## src/rtl/twiddle_ram_writer.sv

```systemverilog
// twiddle_ram_writer
// Streams DEPTH signed coefficient words from a valid/ready source into RAM
// port A (dia/addra/cea). Writes go to base_addr, base_addr+1, ... and the
// address wraps modulo 2^ADDR_W. A load can be aborted while it is running.
// Optional feature: define TW_CHECKSUM_EN to build a running checksum of the
// written words; without it checksum is tied to zero.
module twiddle_ram_writer #(
   parameter int DATA_W = 18,
   parameter int ADDR_W = 9,
   parameter int DEPTH  = 8
) (
   input  logic                             clk,
   input  logic                             rst,
   input  logic                             start,
   input  logic        [ADDR_W-1:0]         base_addr,
   input  logic                             abort,
   input  logic signed [DATA_W-1:0]         in_data,
   input  logic                             in_valid,
   output logic                             in_ready,
   output logic signed [DATA_W-1:0]         dia,
   output logic        [ADDR_W-1:0]         addra,
   output logic                             cea,
   output logic                             busy,
   output logic                             done,
   output logic signed [DATA_W+ADDR_W-1:0]  checksum
);

   localparam int CS_W = DATA_W + ADDR_W;

   localparam logic [1:0] S_IDLE = 2'd0;
   localparam logic [1:0] S_LOAD = 2'd1;
   localparam logic [1:0] S_DONE = 2'd2;

   // Word index of the last beat of a load.
   localparam logic [ADDR_W-1:0] LAST = ADDR_W'(DEPTH - 1);

   logic [1:0]        state;
   logic [ADDR_W-1:0] base;
   logic [ADDR_W-1:0] count;
   logic              rst_ok;
   logic              beat;

   // Reset release is taken up one clock late so the FSM never acts on the
   // edge where reset is released; the first start counts on the next edge.
   always_ff @(posedge clk or negedge rst) begin
      if (!rst) rst_ok <= 1'b0;
      else      rst_ok <= 1'b1;
   end

   // An abort in the same cycle as a beat drops that beat.
   assign in_ready = (state == S_LOAD);
   assign beat     = in_ready && in_valid && !abort;
   assign busy     = (state == S_LOAD);
   // DONE lasts exactly one cycle, which is the cycle the final word is on port A.
   assign done     = (state == S_DONE);

   // Load sequencing: IDLE -> LOAD on start, LOAD -> DONE on the last beat,
   // LOAD -> IDLE on abort, DONE -> IDLE unconditionally.
   always_ff @(posedge clk or negedge rst) begin
      if (!rst) begin
         state <= S_IDLE;
         base  <= '0;
         count <= '0;
      end else if (rst_ok) begin
         case (state)
            S_IDLE: begin
               if (start) begin
                  base  <= base_addr;
                  count <= '0;
                  state <= S_LOAD;
               end
            end
            S_LOAD: begin
               if (abort) begin
                  state <= S_IDLE;
               end else if (in_valid) begin
                  if (count == LAST) state <= S_DONE;
                  else               count <= count + ADDR_W'(1);
               end
            end
            S_DONE:  state <= S_IDLE;
            default: state <= S_IDLE;
         endcase
      end
   end

   // RAM port A register: one-cycle latency from accepted beat to write strobe;
   // data and address hold between writes.
   always_ff @(posedge clk or negedge rst) begin
      if (!rst) begin
         dia   <= '0;
         addra <= '0;
         cea   <= 1'b0;
      end else begin
         cea <= beat;
         if (beat) begin
            dia   <= in_data;
            addra <= base + count;
         end
      end
   end

`ifdef TW_CHECKSUM_EN
   logic signed [CS_W-1:0] acc;

   function automatic logic signed [CS_W-1:0] sext(input logic signed [DATA_W-1:0] x);
      return {{ADDR_W{x[DATA_W-1]}}, x};
   endfunction

   // Accumulate on acceptance so the sum already includes the final word in
   // the cycle done is high; the sum wraps and survives an abort.
   always_ff @(posedge clk or negedge rst) begin
      if (!rst) begin
         acc <= '0;
      end else if (rst_ok) begin
         if (state == S_IDLE && start) acc <= '0;
         else if (beat)                acc <= acc + sext(in_data);
      end
   end

   assign checksum = acc;
`else
   assign checksum = '0;
`endif

endmodule

```

## config.mk

```make
export PLATFORM = sky130hd
export DESIGN_NAME = twiddle_ram_writer
export DESIGN_NICKNAME = d
export VERILOG_FILES = /design/src/rtl/twiddle_ram_writer.sv
export SDC_FILE = /design/constraint.sdc
export NUM_CORES = 1
export LEC_CHECK = 0
export BUFFER_PORTS_ARGS = -buffer_cell sky130_fd_sc_hd__buf_2
export CAP_MARGIN = 40
export CORE_MARGIN = 4
export CORE_UTILIZATION = 25
export CTS_BUF_LIST = sky130_fd_sc_hd__clkbuf_16
export DETAILED_ROUTE_END_ITERATION = 10
export GPL_ROUTABILITY_DRIVEN = 0
export GPL_TIMING_DRIVEN = 0
export PLACE_DENSITY = 0.52
export SLEW_MARGIN = 20
export SYNTH_ARGS = -nofsm -noshare
export SYNTH_HDL_FRONTEND = slang
export SYNTH_SLANG_ARGS = --single-unit
```

## constraint.sdc

```tcl
create_clock -name clk -period 4.89 [get_ports clk]
set_input_delay 0.2445 -clock clk [delete_from_list [all_inputs] [get_ports clk]]
set_output_delay 0.2445 -clock clk [all_outputs]
set_load 0.05 [all_outputs]
```

==> summary.md, run 1 <==
| Metric | Value |
|---|---|
| Outcome | `finished with violations` |
| Failing checks | `hold timing` |
| Pwr Total | `1.61 mW` |
| Cts hold-fix bufs | `0` |
| Storage cell area | `~1200 µm²` |
| Worst min path class | `input pin to asynchronous set/reset pin` |
| Initial DRT Pass Iterations | `4` |
| Routed met3 length | `approximately 300 µm` |
| Vias per cell | `just under 4` |
| Worst path slowest cell | `or4bb_4` |
| Number of gates resized after cts | `0` |
| IO Count | `90` |
| CP required | `a little over 5 ns` |
| Crit Path Max Fanout | `9` |
| Via count | `between 1500 and 2000` |
| Crit path time final | `about 2 ns` |
| Share of layout cells above drive strength 1 | `between 30% and 40%` |
| RSZ-0062 raised after global routing | `false` |
| First-pass GRT wire length | `roughly 8900 µm` |
| Yosys cell types | `39` |
| Fin cells | `496` |
| Cells after Synth | `approximately 270` |
| Crit start category | `flop` |
| PortBufs | `62` |
| Most common cell after layout, fill and taps aside | `nand2_1` |
| Post-layout util | `approximately 33%` |
| Setup Buffers After CTS | `0` |
| Gr usage total | `9.48%` |
| Largest net degree at the start of global routing | `50` |
| CP top delay family | `simple AND/OR/NAND/NOR gates` |
| GRT Residual Overflow | `0` |
| Final period util | `around 41%` |
| CTS Sinks | `49` |
| Diodes inserted | `0` |
| Leakage | `1.75 nW` |
| Die ar. | `approximately 12000 µm²` |
| Vias in the first global route | `between 1500 and 2000` |
| Top Layer Used | `met4` |
| CP Cell Sequence | `ha_1 > or4bb_4 > o211ai_4 > and2_1 > buf_6 > o21ai_1 > o31ai_1` |
| Root buffer cell | `clkbuf_16` |
| Critical path type | `flop to flop` |
| HPWL after DPL | `about 4300 µm` |
| Worst Max-Slew Pin Slew | `approximately 0.61 ns` |
| Placed Cells | `~490` |
| H-tree depth | `2` |
| Hold slack | `-0.0262 ns` |
| Register bit count reported by yosys | `about 50` |
| CP Buf/Inv Count | `1` |
| Syn_area_per_cell | `9.48 µm²` |
| Post-Route Setup TNS | `0 ns` |
| DIE HEIGHT | `109 µm` |
| Commonest cells after routing, fill and taps aside | `nand2_1 (72), buf_2 (61), dfrtp_1 (49), buf_4 (29), conb_1 (28)` |
| Max Freq | `between 400 and 500 MHz` |
| Area of the multi-input gates | `between 1000 and 1500 µm²` |
| Number of synthesis warnings | `0` |
| Num CTS Buffers | `5` |
| PwrDens | `just under 500 nW/µm²` |
| Total Wirelength | `between 5000 and 6000 µm` |
| Initial antenna violation count | `0` |
| Crit end category | `flop` |
| Placed inst area | `3110 µm²` |
| Max-cap viol count | `0` |
| Final setup viols | `0` |
| Die width | `between 100 and 150 µm` |
| Final Hold Viols | `a little under 50` |
| Antenna Nets Post-Route | `0` |
| Core box area | `9820 µm²` |
| Initial DRC count | `65` |
| Finished Cell Area | `between 3000 and 4000 µm²` |
| CTS max path bufs | `2` |
| Final Max Slew Viols | `0` |
| Layout area overhead | `28.4%` |
| Arr. time, crit path | `between 2 and 2.5 ns` |
| Nets | `404` |
| Worst slew margin | `around three fifths` |
| Num rows | `36` |
| Worst Skew | `0.00873 ns` |
| Wire length per cell | `~11 µm` |
| Met2 routed WL | `2610 µm` |
| Worst vdd ir | `between 0.00015 and 0.0002 V` |
| CP max stage delay | `around 0.50 ns` |
| Initial core utilization | `around a quarter` |
| Worst-Skew Late Latency | `roughly 0.28 ns` |
| Register area share after synthesis | `48.4%` |
| Met1 wire length | `about 2500 µm` |
| CTS tree | `done` |
| Worst-path clk slew | `approximately 0.07 ns` |
| Remaining DRCs | `0` |
| Number of fill cells | `approximately 1100` |
| Synth Cell Area | `between 2000 and 3000 µm²` |
[per-stage QoR]
stage | hold slack (ns) | setup WS [ns]
2_1_floorplan | -0.0511 | 3.12
3_3_place_gp | 0.435 | 2.90
3_5_place_dp | 0.315 | 2.90
4_1_cts | 0.00676 | 2.89
5_1_grt | 0.0346 | 2.69
6_report | -0.0262 | 2.89
[worst register-to-register path, delay by kind of cell (launching register included)]
kind,cells,cell delay [ns]
compound gates,3,0.43
fa+ha+maj,1,0.24
buf+inv,1,0.12
flops,1,0.43
simple gates,2,0.69
[cell type report]
type / instances / share of cell area [%]
sequential: 49 / 37.7
multi-input combinational: 201 / 34.7
timing repair buffer: 62 / 9.62
buffer: 35 / 7.50
tap: 133 / 5.12
clock buffer: 5 / 3.85
inverter: 8 / 0.923
clock inverter: 3 / 0.539
[flip-flops by register name, indices dropped and copies added (netlist names)]
name and flops:
base 9, rst_ok 1, addra 9, dia 18, cea 1, state 2, count 9
[per-layer routing]
layer | global-route usage (%) | up-vias
li1 | - | 1013
met1 | 12.1 | 902
met3 | 2.37 | 2
met4 | 2.71 | 0
met5 | 0 | -
met2 | 16.0 | 51
[cell usage after synthesis]
cell      instances  area, µm²
o211ai_4          1       21.3
o21ai_1           3       15.0
xor2_1            5       43.8
a211oi_1          2       15.0
clkbuf_1          6       22.5
and2_1            1       6.26
xnor2_1           4       35.0
or4bb_4           1       15.0
o22a_1            1       8.76
o211ai_1          1       7.51
o21bai_1          1       7.51
dfrtp_1          49       1230
ha_1              9        113
a21oi_2           1       8.76
o41ai_1           1       8.76
or3_1             2       12.5
conb_1            2       7.51
a31oi_1           1       6.26
and3_1            3       18.8
a21oi_1           3       15.0
or4_4             1       11.3
nand3_1           5       25.0
buf_6             1       11.3
nor3_1            2       10.0
a22o_1            1       8.76
nand2_1          72        270
o21ai_0          16       80.1
nand2b_1          4       25.0
nor2_1           13       48.8
mux2_2            8       90.1
inv_1             8       30.0
fa_1              1       20.0
o21ai_2           1       8.76
o31ai_1           2       15.0
a21o_1            3       22.5
a21boi_0          1       7.51
or3b_2            2       17.5
buf_4            28        210
nor2b_1           1       6.26
[where the power goes]
group	total [mW]	internal (mW)	leakage, nW	switching [mW]
logic	0.693	0.180	1.06	0.514
clock network	0.335	0.188	0.0712	0.147
registers	0.580	0.516	0.620	0.0633
total	1.61	0.884	1.75	0.724
[path summary, 6_finish.rpt]
path | startpoint | endpoint | depth (start not counted) | slack, ns
max in group asynchronous | rst | base[0] | 1 | 4.51
worst max-delay path | count[1] | count[6] | 7 | 2.89
worst max register to register | count[1] | count[6] | 7 | 2.89
worst min register to register | dia[7] | dia[7] | 2 | 0.47
worst min-delay path | rst | addra[7] | 1 | -0.03
min in group clk | in_data[8] | dia[8] | 3 | 0.15
[cells by family after synthesis]
| logic type | share of synthesized area (%) |
|---|---|
| simple gates | 18.4 |
| flops | 48.4 |
| buf+inv | 10.8 |
| compound gates | 10.1 |
| fa+ha+maj | 5.24 |
| xor+xnor | 3.11 |
| mux | 3.56 |
| other cells | 0.297 |
Power figures use the tool's default switching activity.
==> inputs of run 2 (changes only) <==
--- a/config.mk
+++ b/config.mk
@@ -13,7 +13,7 @@
 export DETAILED_ROUTE_END_ITERATION = 10
 export GPL_ROUTABILITY_DRIVEN = 0
 export GPL_TIMING_DRIVEN = 0
-export PLACE_DENSITY = 0.52
+export PLACE_DENSITY = 0.53
 export SLEW_MARGIN = 20
 export SYNTH_ARGS = -nofsm -noshare
 export SYNTH_HDL_FRONTEND = slang
==> constraint.sdc (replaced) <==
create_clock -name clk -period 1.8 [get_ports clk]
set_input_delay 0.09 -clock clk [delete_from_list [all_inputs] [get_ports clk]]
set_output_delay 0.09 -clock clk [all_outputs]
set_load 0.05 [all_outputs]
==> summary.md, run 2 (same netlist as run 1, synthesis figures left out) <==
| Metric | Value |
|---|---|
| Outcome | `finished with violations (unchanged)` |
| Failing checks | `setup timing (was hold timing)` |
| Core box area | `9820 µm² (unchanged)` |
| Worst-Skew Late Latency | `0.28 ns (about the same)` |
| RR Startpoint | `count[0] (was count[1])` |
| Reg-to-reg slack, setup | `-0.03 ns (was 2.89 ns)` |
| Nets | `431 (was 404)` |
| CTS tree | `done (unchanged)` |
| H-tree depth | `2 (unchanged)` |
| Clock share of power | `19.4% (was 20.9%)` |
| Worst min path class | `input pin to flop (was input pin to asynchronous set/reset pin)` |
| Most common cell after layout, fill and taps aside | `nand2_1 (unchanged)` |
| Max-cap viol count | `0 (unchanged)` |
| Leakage | `1.90 nW (was 1.75 nW)` |
| Vias in the first global route | `2093 (was 1902)` |
| Layout area overhead | `43.1% (was 28.4%)` |
| Vias per cell | `4.07 (was 3.97)` |
| CTS max path bufs | `2 (unchanged)` |
| Placed inst area | `3110 µm² (unchanged)` |
| Post-layout util | `36.9% (was 33.1%)` |
| Num rows | `36 (unchanged)` |
| PwrDens | `1270 nW/µm² (was 495 nW/µm²)` |
| Sw frac | `44.8% (was 45.0%)` |
| Critical path type | `flop to flop (unchanged)` |
| Switch Pwr | `2.06 mW (was 0.724 mW)` |
| Final Hold Viols | `0 (was 49)` |
| Largest net degree at the start of global routing | `50 (unchanged)` |
| Worst slew margin | `58.1% (was 59.4%)` |
| CP startpoint | `count[0] (was count[1])` |
| Total Wirelength | `6120 µm (was 5420 µm)` |
| Antenna Nets Post-Route | `0 (unchanged)` |
| CP required | `1.97 ns (was 5.09 ns)` |
| Max Freq | `548 MHz (was 499 MHz)` |
| Initial antenna violation count | `0 (unchanged)` |
| DIE HEIGHT | `109 µm (unchanged)` |
| Final worst slack | `-0.0255 ns (was 2.89 ns)` |
| Via count | `2118 (was 1968)` |
| Flip-flop count of the largest register after layout | `18 (unchanged)` |
| R2r endpoint | `addra[7] (was count[6])` |
| Share of layout cells above drive strength 1 | `38.7% (was 31.1%)` |
| Crit Path Max Fanout | `3 (was 9)` |
| Die ar. | `11800 µm² (unchanged)` |
| Worst r2r path cells | `8 (was 7)` |
| HPWL after DPL | `4410 µm (was 4280 µm)` |
| Worst Skew | `0.00479 ns (was 0.00873 ns)` |
| IO Count | `90 (unchanged)` |
| Worst Max-Slew Pin Slew | `0.629 ns (was 0.608 ns)` |
| GRT Residual Overflow | `0 (unchanged)` |
| Initial DRT Pass Iterations | `4 (unchanged)` |
| Crit path time final | `1.83 ns (was 2.00 ns)` |
| Final setup viols | `3 (was 0)` |
| CTS Sinks | `49 (unchanged)` |
| Comb power frac | `45.9% (was 43.1%)` |
| Root buffer cell | `clkbuf_16 (unchanged)` |
| Gr usage total | `10.6% (was 9.48%)` |
| Diodes inserted | `0 (unchanged)` |
| Worst vdd ir | `0.000512 V (was 0.000187 V)` |
| Commonest cells after routing, fill and taps aside | `nand2_1 (71), buf_2 (62), dfrtp_1 (48), buf_4 (38), conb_1 (28) (was nand2_1 (72), buf_2 (61), dfrtp_1 (49), buf_4 (29), conb_1 (28))` |
| Initial core utilization | `25.8% (unchanged)` |
| PortBufs | `62 (unchanged)` |
| Final Max Slew Viols | `0 (unchanged)` |
| Wire length per cell | `11.8 µm (was 10.9 µm)` |
| Final period util | `101% (was 41.0%)` |
| Arr. time, crit path | `1.99 ns (was 2.20 ns)` |
| Worst-path clk slew | `0.06 ns (was 0.07 ns)` |
| RSZ-0062 raised after global routing | `true (was false)` |
| Power share of the sequential group | `34.7% (was 36.0%)` |
| Num CTS Buffers | `5 (unchanged)` |
| Die width | `109 µm (unchanged)` |
| Cell-internal power | `2.53 mW (was 0.884 mW)` |
| CP endpoint | `addra[7] (was count[6])` |
| Largest register by flop count | `dia (unchanged)` |
| Remaining DRCs | `0 (unchanged)` |
| Finished Cell Area | `3620 µm² (was 3250 µm²)` |
| Crit end category | `flop (unchanged)` |
| Crit start category | `flop (unchanged)` |
| Initial DRC count | `101 (was 65)` |
| First-pass GRT wire length | `9870 µm (was 8890 µm)` |
==> run 2: final cells by class <==
type | instances | area, µm²
Buffer | 34 | 234
Clock buffer | 5 | 125
Clock inverter | 1 | 5.00
Fill cell | 1037 | 6200
Inverter | 8 | 30.0
Multi-Input combinational cell | 201 | 1260
Sequential cell | 49 | 1230
Tap cell | 133 | 166
Timing Repair Buffer | 90 | 577
==> run 2: per-stage QoR <==
stage          TNS (ns)  power, mW  std cells  hold slack, ns  setup slack, ns
3_3_place_gp      -2.32       3.48        488           0.279           -0.174
6_report        -0.0337       4.58        521         0.00284          -0.0255
5_1_grt           -1.12       4.86        521         0.00354           -0.161
2_1_floorplan         0       3.06        293          -0.206           0.0395
4_1_cts         -0.0403       4.55        514       0.0000120          -0.0249
3_5_place_dp      -2.60       3.52        488           0.162           -0.215
==> run 2: power groups by stage <==
stage	sequential, mW	clock (mW)	combinational, mW
global route	1.64	0.959	2.26
global placement	1.59	0	1.89
detailed placement	1.61	0	1.91
finish	1.59	0.888	2.11
CTS	1.60	0.913	2.03
floorplan	2.38	0	0.682
==> run 2: worst min-delay path by stage <==
stage / start / end / slack, ns / cells past startpoint
2_1_floorplan: rst / addra[0] / -0.21 / 0
5_1_grt: in_data[13] / dia[13] / 0.004 / 3
3_3_place_gp: in_data[15] / dia[15] / 0.28 / 3
6_report: in_data[13] / dia[13] / 0.003 / 3
3_5_place_dp: rst / dia[8] / 0.16 / 1
4_1_cts: in_data[13] / dia[13] / 0.00001 / 3
==> run 2: critical path, cell delays in order (launching register included) <==
cell and delay [ns]:
dfrtp_1 0.40, buf_6 0.13, ha_4 0.16, buf_6 0.11, a211oi_4 0.27, nor2_2 0.08
o41ai_2 0.31, xor2_1 0.18, o21ai_1 0.08
==> run 2: layer usage <==
layer | share of wire (%) | GRT usage, % | up-vias | routed length (µm)
met5 | 0 | 0 | - | 0
met4 | 1.6 | 3.34 | 0 | 99
met3 | 6.1 | 2.90 | 7 | 372
met2 | 50 | 18.4 | 53 | 3040
met1 | 43 | 12.6 | 997 | 2610
li1 | - | - | 1061 | -
==> run 2: repair_timing <==
| action | 4_1_cts | 5_1_grt |
|---|---|---|
| hold buffers | 14 | 0 |
| hold endpoints to repair | 62 | 0 |
| setup endpoints to repair | 40 | 20 |
| pin swaps | 3 | 22 |
| gates resized for setup | 19 | 28 |
| buffers inserted | 6 | 8 |
==> inputs of run 3 (changes only) <==
--- a/config.mk
+++ b/config.mk
@@ -5,6 +5,7 @@
 export SDC_FILE = /design/constraint.sdc
 export NUM_CORES = 1
 export LEC_CHECK = 0
+export ABC_CLOCK_PERIOD_IN_PS = 1800
 export BUFFER_PORTS_ARGS = -buffer_cell sky130_fd_sc_hd__buf_2
 export CAP_MARGIN = 40
 export CORE_MARGIN = 4
@@ -14,6 +15,7 @@
 export GPL_ROUTABILITY_DRIVEN = 0
 export GPL_TIMING_DRIVEN = 0
 export PLACE_DENSITY = 0.53
+export REMOVE_ABC_BUFFERS = 1
 export SLEW_MARGIN = 20
 export SYNTH_ARGS = -nofsm -noshare
 export SYNTH_HDL_FRONTEND = slang
==> summary.md, run 3 (same netlist as run 1, synthesis figures left out) <==
| Metric | Value |
|---|---|
| Outcome | `finished with violations (unchanged)` |
| Failing checks | `setup timing (unchanged)` |
| CP required | `1.99 ns (was 1.97 ns)` |
| First-pass GRT wire length | `9030 µm (was 9870 µm)` |
| Final worst slack | `-0.0293 ns (was -0.0255 ns)` |
| Crit start category | `flop (unchanged)` |
| Final period util | `102% (was 101%)` |
| Num rows | `36 (unchanged)` |
| Worst Max-Slew Pin Slew | `0.569 ns (was 0.629 ns)` |
| Critical path type | `flop to flop (unchanged)` |
| Crit end category | `flop (unchanged)` |
| CTS max path bufs | `2 (unchanged)` |
| Vias per cell | `4.03 (was 4.07)` |
| PwrDens | `1310 nW/µm² (was 1270 nW/µm²)` |
| Layout area overhead | `33.7% (was 43.1%)` |
| Arr. time, crit path | `2.02 ns (was 1.99 ns)` |
| Num CTS Buffers | `5 (unchanged)` |
| Worst-Skew Late Latency | `0.28 ns (about the same)` |
| Placed inst area | `2920 µm² (was 3110 µm²)` |
| Final setup viols | `5 (was 3)` |
| Total Wirelength | `5890 µm (was 6120 µm)` |
| Core box area | `9820 µm² (unchanged)` |
| Initial DRT Pass Iterations | `4 (unchanged)` |
| Wire length per cell | `12.1 µm (was 11.8 µm)` |
| Via count | `1963 (was 2118)` |
| Initial antenna violation count | `0 (unchanged)` |
| Hold path depth | `3 (unchanged)` |
| Initial core utilization | `25.8% (unchanged)` |
| Largest net degree at the start of global routing | `31 (was 50)` |
| Worst Skew | `0.00374 ns (was 0.00479 ns)` |
| CTS tree | `done (unchanged)` |
| Finished Cell Area | `3390 µm² (was 3620 µm²)` |
| Worst slew margin | `62.1% (was 58.1%)` |
| Root buffer cell | `clkbuf_16 (unchanged)` |
| Initial DRC count | `94 (was 101)` |
| CTS Sinks | `49 (unchanged)` |
| Comb power frac | `44.6% (was 45.9%)` |
| Leakage | `1.72 nW (was 1.90 nW)` |
| Crit Path Max Fanout | `8 (was 3)` |
| Sw frac | `45.0% (was 44.8%)` |
| Pwr Total | `4.43 mW (was 4.58 mW)` |
| H-tree depth | `2 (unchanged)` |
| Switch Pwr | `1.99 mW (was 2.06 mW)` |
| Reg-to-reg slack, setup | `-0.03 ns (about the same)` |
| IO Count | `90 (unchanged)` |
| Final Max Slew Viols | `0 (unchanged)` |
| GRT Residual Overflow | `0 (unchanged)` |
| Commonest cells after routing, fill and taps aside | `nand2_1 (71), buf_2 (62), dfrtp_1 (45), conb_1 (28), dlygate4sd3_1 (14) (was nand2_1 (71), buf_2 (62), dfrtp_1 (48), buf_4 (38), conb_1 (28))` |
| Die width | `109 µm (unchanged)` |
| Crit path time final | `1.83 ns (about the same)` |
| Pre-CTS setup slack | `-0.874 ns (was -0.215 ns)` |
| Max-cap viol count | `0 (unchanged)` |
| Largest register by flop count | `dia (unchanged)` |
| HPWL after DPL | `4170 µm (was 4410 µm)` |
| Worst vdd ir | `0.000524 V (was 0.000512 V)` |
| Die ar. | `11800 µm² (unchanged)` |
| Hold_sp | `in_data[1] (was in_data[13])` |
| Antenna Nets Post-Route | `0 (unchanged)` |
| Remaining DRCs | `0 (unchanged)` |
| Worst r2r path cells | `6 (was 8)` |
| Worst min path class | `input pin to flop (unchanged)` |
| Most common cell after layout, fill and taps aside | `nand2_1 (unchanged)` |
| Nets | `395 (was 431)` |
| Power share of the sequential group | `35.9% (was 34.7%)` |
| Diodes inserted | `0 (unchanged)` |
| Hold Path Sink | `dia[1] (was dia[13])` |
| RR Startpoint | `count[1] (was count[0])` |
| Flip-flop count of the largest register after layout | `18 (unchanged)` |
| Post-Route Setup TNS | `-0.0840 ns (was -0.0337 ns)` |
| Worst-path clk slew | `0.06 ns (about the same)` |
| Max Freq | `547 MHz (was 548 MHz)` |
| R2r endpoint | `count[6] (was addra[7])` |
| RSZ-0062 raised after global routing | `true (unchanged)` |
| Cell-internal power | `2.44 mW (was 2.53 mW)` |
| Gr usage total | `9.72% (was 10.6%)` |
| PortBufs | `62 (unchanged)` |
| Share of layout cells above drive strength 1 | `32.8% (was 38.7%)` |
| Clock share of power | `19.5% (was 19.4%)` |
| Final Hold Viols | `0 (unchanged)` |
| DIE HEIGHT | `109 µm (unchanged)` |
| Vias in the first global route | `1848 (was 2093)` |
| CP startpoint | `count[1] (was count[0])` |
| Hold slack | `0.00182 ns (was 0.00284 ns)` |
## run 3: cell types whose count changed in the layout (fill, tap and decap cells not counted), sizes merged
cell,before,now
inv,8,10
buf,105,73
clkbuf,10,5
clkinvlp,0,2
clkinv,1,0
## run 3: timing repair
action | 4_1_cts | 5_1_grt
gates resized for setup | 17 | 18
hold endpoints to repair | 32 | 0
gates cloned | 1 | 0
hold buffers | 14 | 0
setup endpoints to repair | 32 | 24
pin swaps | 10 | 10
setup buffers | 6 | 3
## run 3: power by group through the flow
| stage | clock (mW) | sequential (mW) | combinational [mW] |
|---|---|---|---|
| 2_1_floorplan | 0 | 2.38 | 0.618 |
| 3_3_place_gp | 0 | 1.58 | 1.83 |
| 3_5_place_dp | 0 | 1.60 | 1.87 |
| 4_1_cts | 0.905 | 1.58 | 1.96 |
| 5_1_grt | 0.960 | 1.63 | 2.12 |
| 6_report | 0.864 | 1.59 | 1.97 |
## run 3: worst max-delay path by stage
stage                     depth (start not counted)  slack, ns       end
after floorplan                                   6      -0.75  count[4]
after global routing                              6      -0.13  count[5]
after global placement                            7      -1.90  count[6]
after detailed placement                          7      -0.87  count[6]
final                                             6      -0.03  count[6]
after CTS                                         6      -0.14  count[6]
## run 3: area by class of cell
| class | count | area, µm² |
|---|---|---|
| fill | 1038 | 6430 |
| multi-input combinational | 201 | 1240 |
| sequential | 49 | 1230 |
| timing repair buffer | 87 | 569 |
| tap | 133 | 166 |
| clock buffer | 5 | 125 |
| inverter | 8 | 33.8 |
| clock inverter | 3 | 11.3 |
| timing repair inverter | 1 | 7.51 |
## run 3: critical path, cell delays in order (launching register included)
cell	delay, ns
dfrtp_2	0.43
ha_4	0.16
or4bb_4	0.48
o211ai_4	0.26
and2_4	0.26
o21ai_1	0.07
o31ai_1	0.07
## run 3: per-stage QoR
| stage | utilization [%] | std cells |
|---|---|---|
| after floorplan | - | 258 |
| after global placement | 29.2 | 453 |
| after detailed placement | 29.7 | 455 |
| after CTS | 33.6 | 484 |
| after global routing | 34.5 | 487 |
| final | 34.5 | 487 |
## run 3: per-layer routing
layer	GRT usage, %	wire length, µm
met1	12.4	2620
met3	2.37	390
met4	1.62	53
met2	16.9	2830
met5	0	0
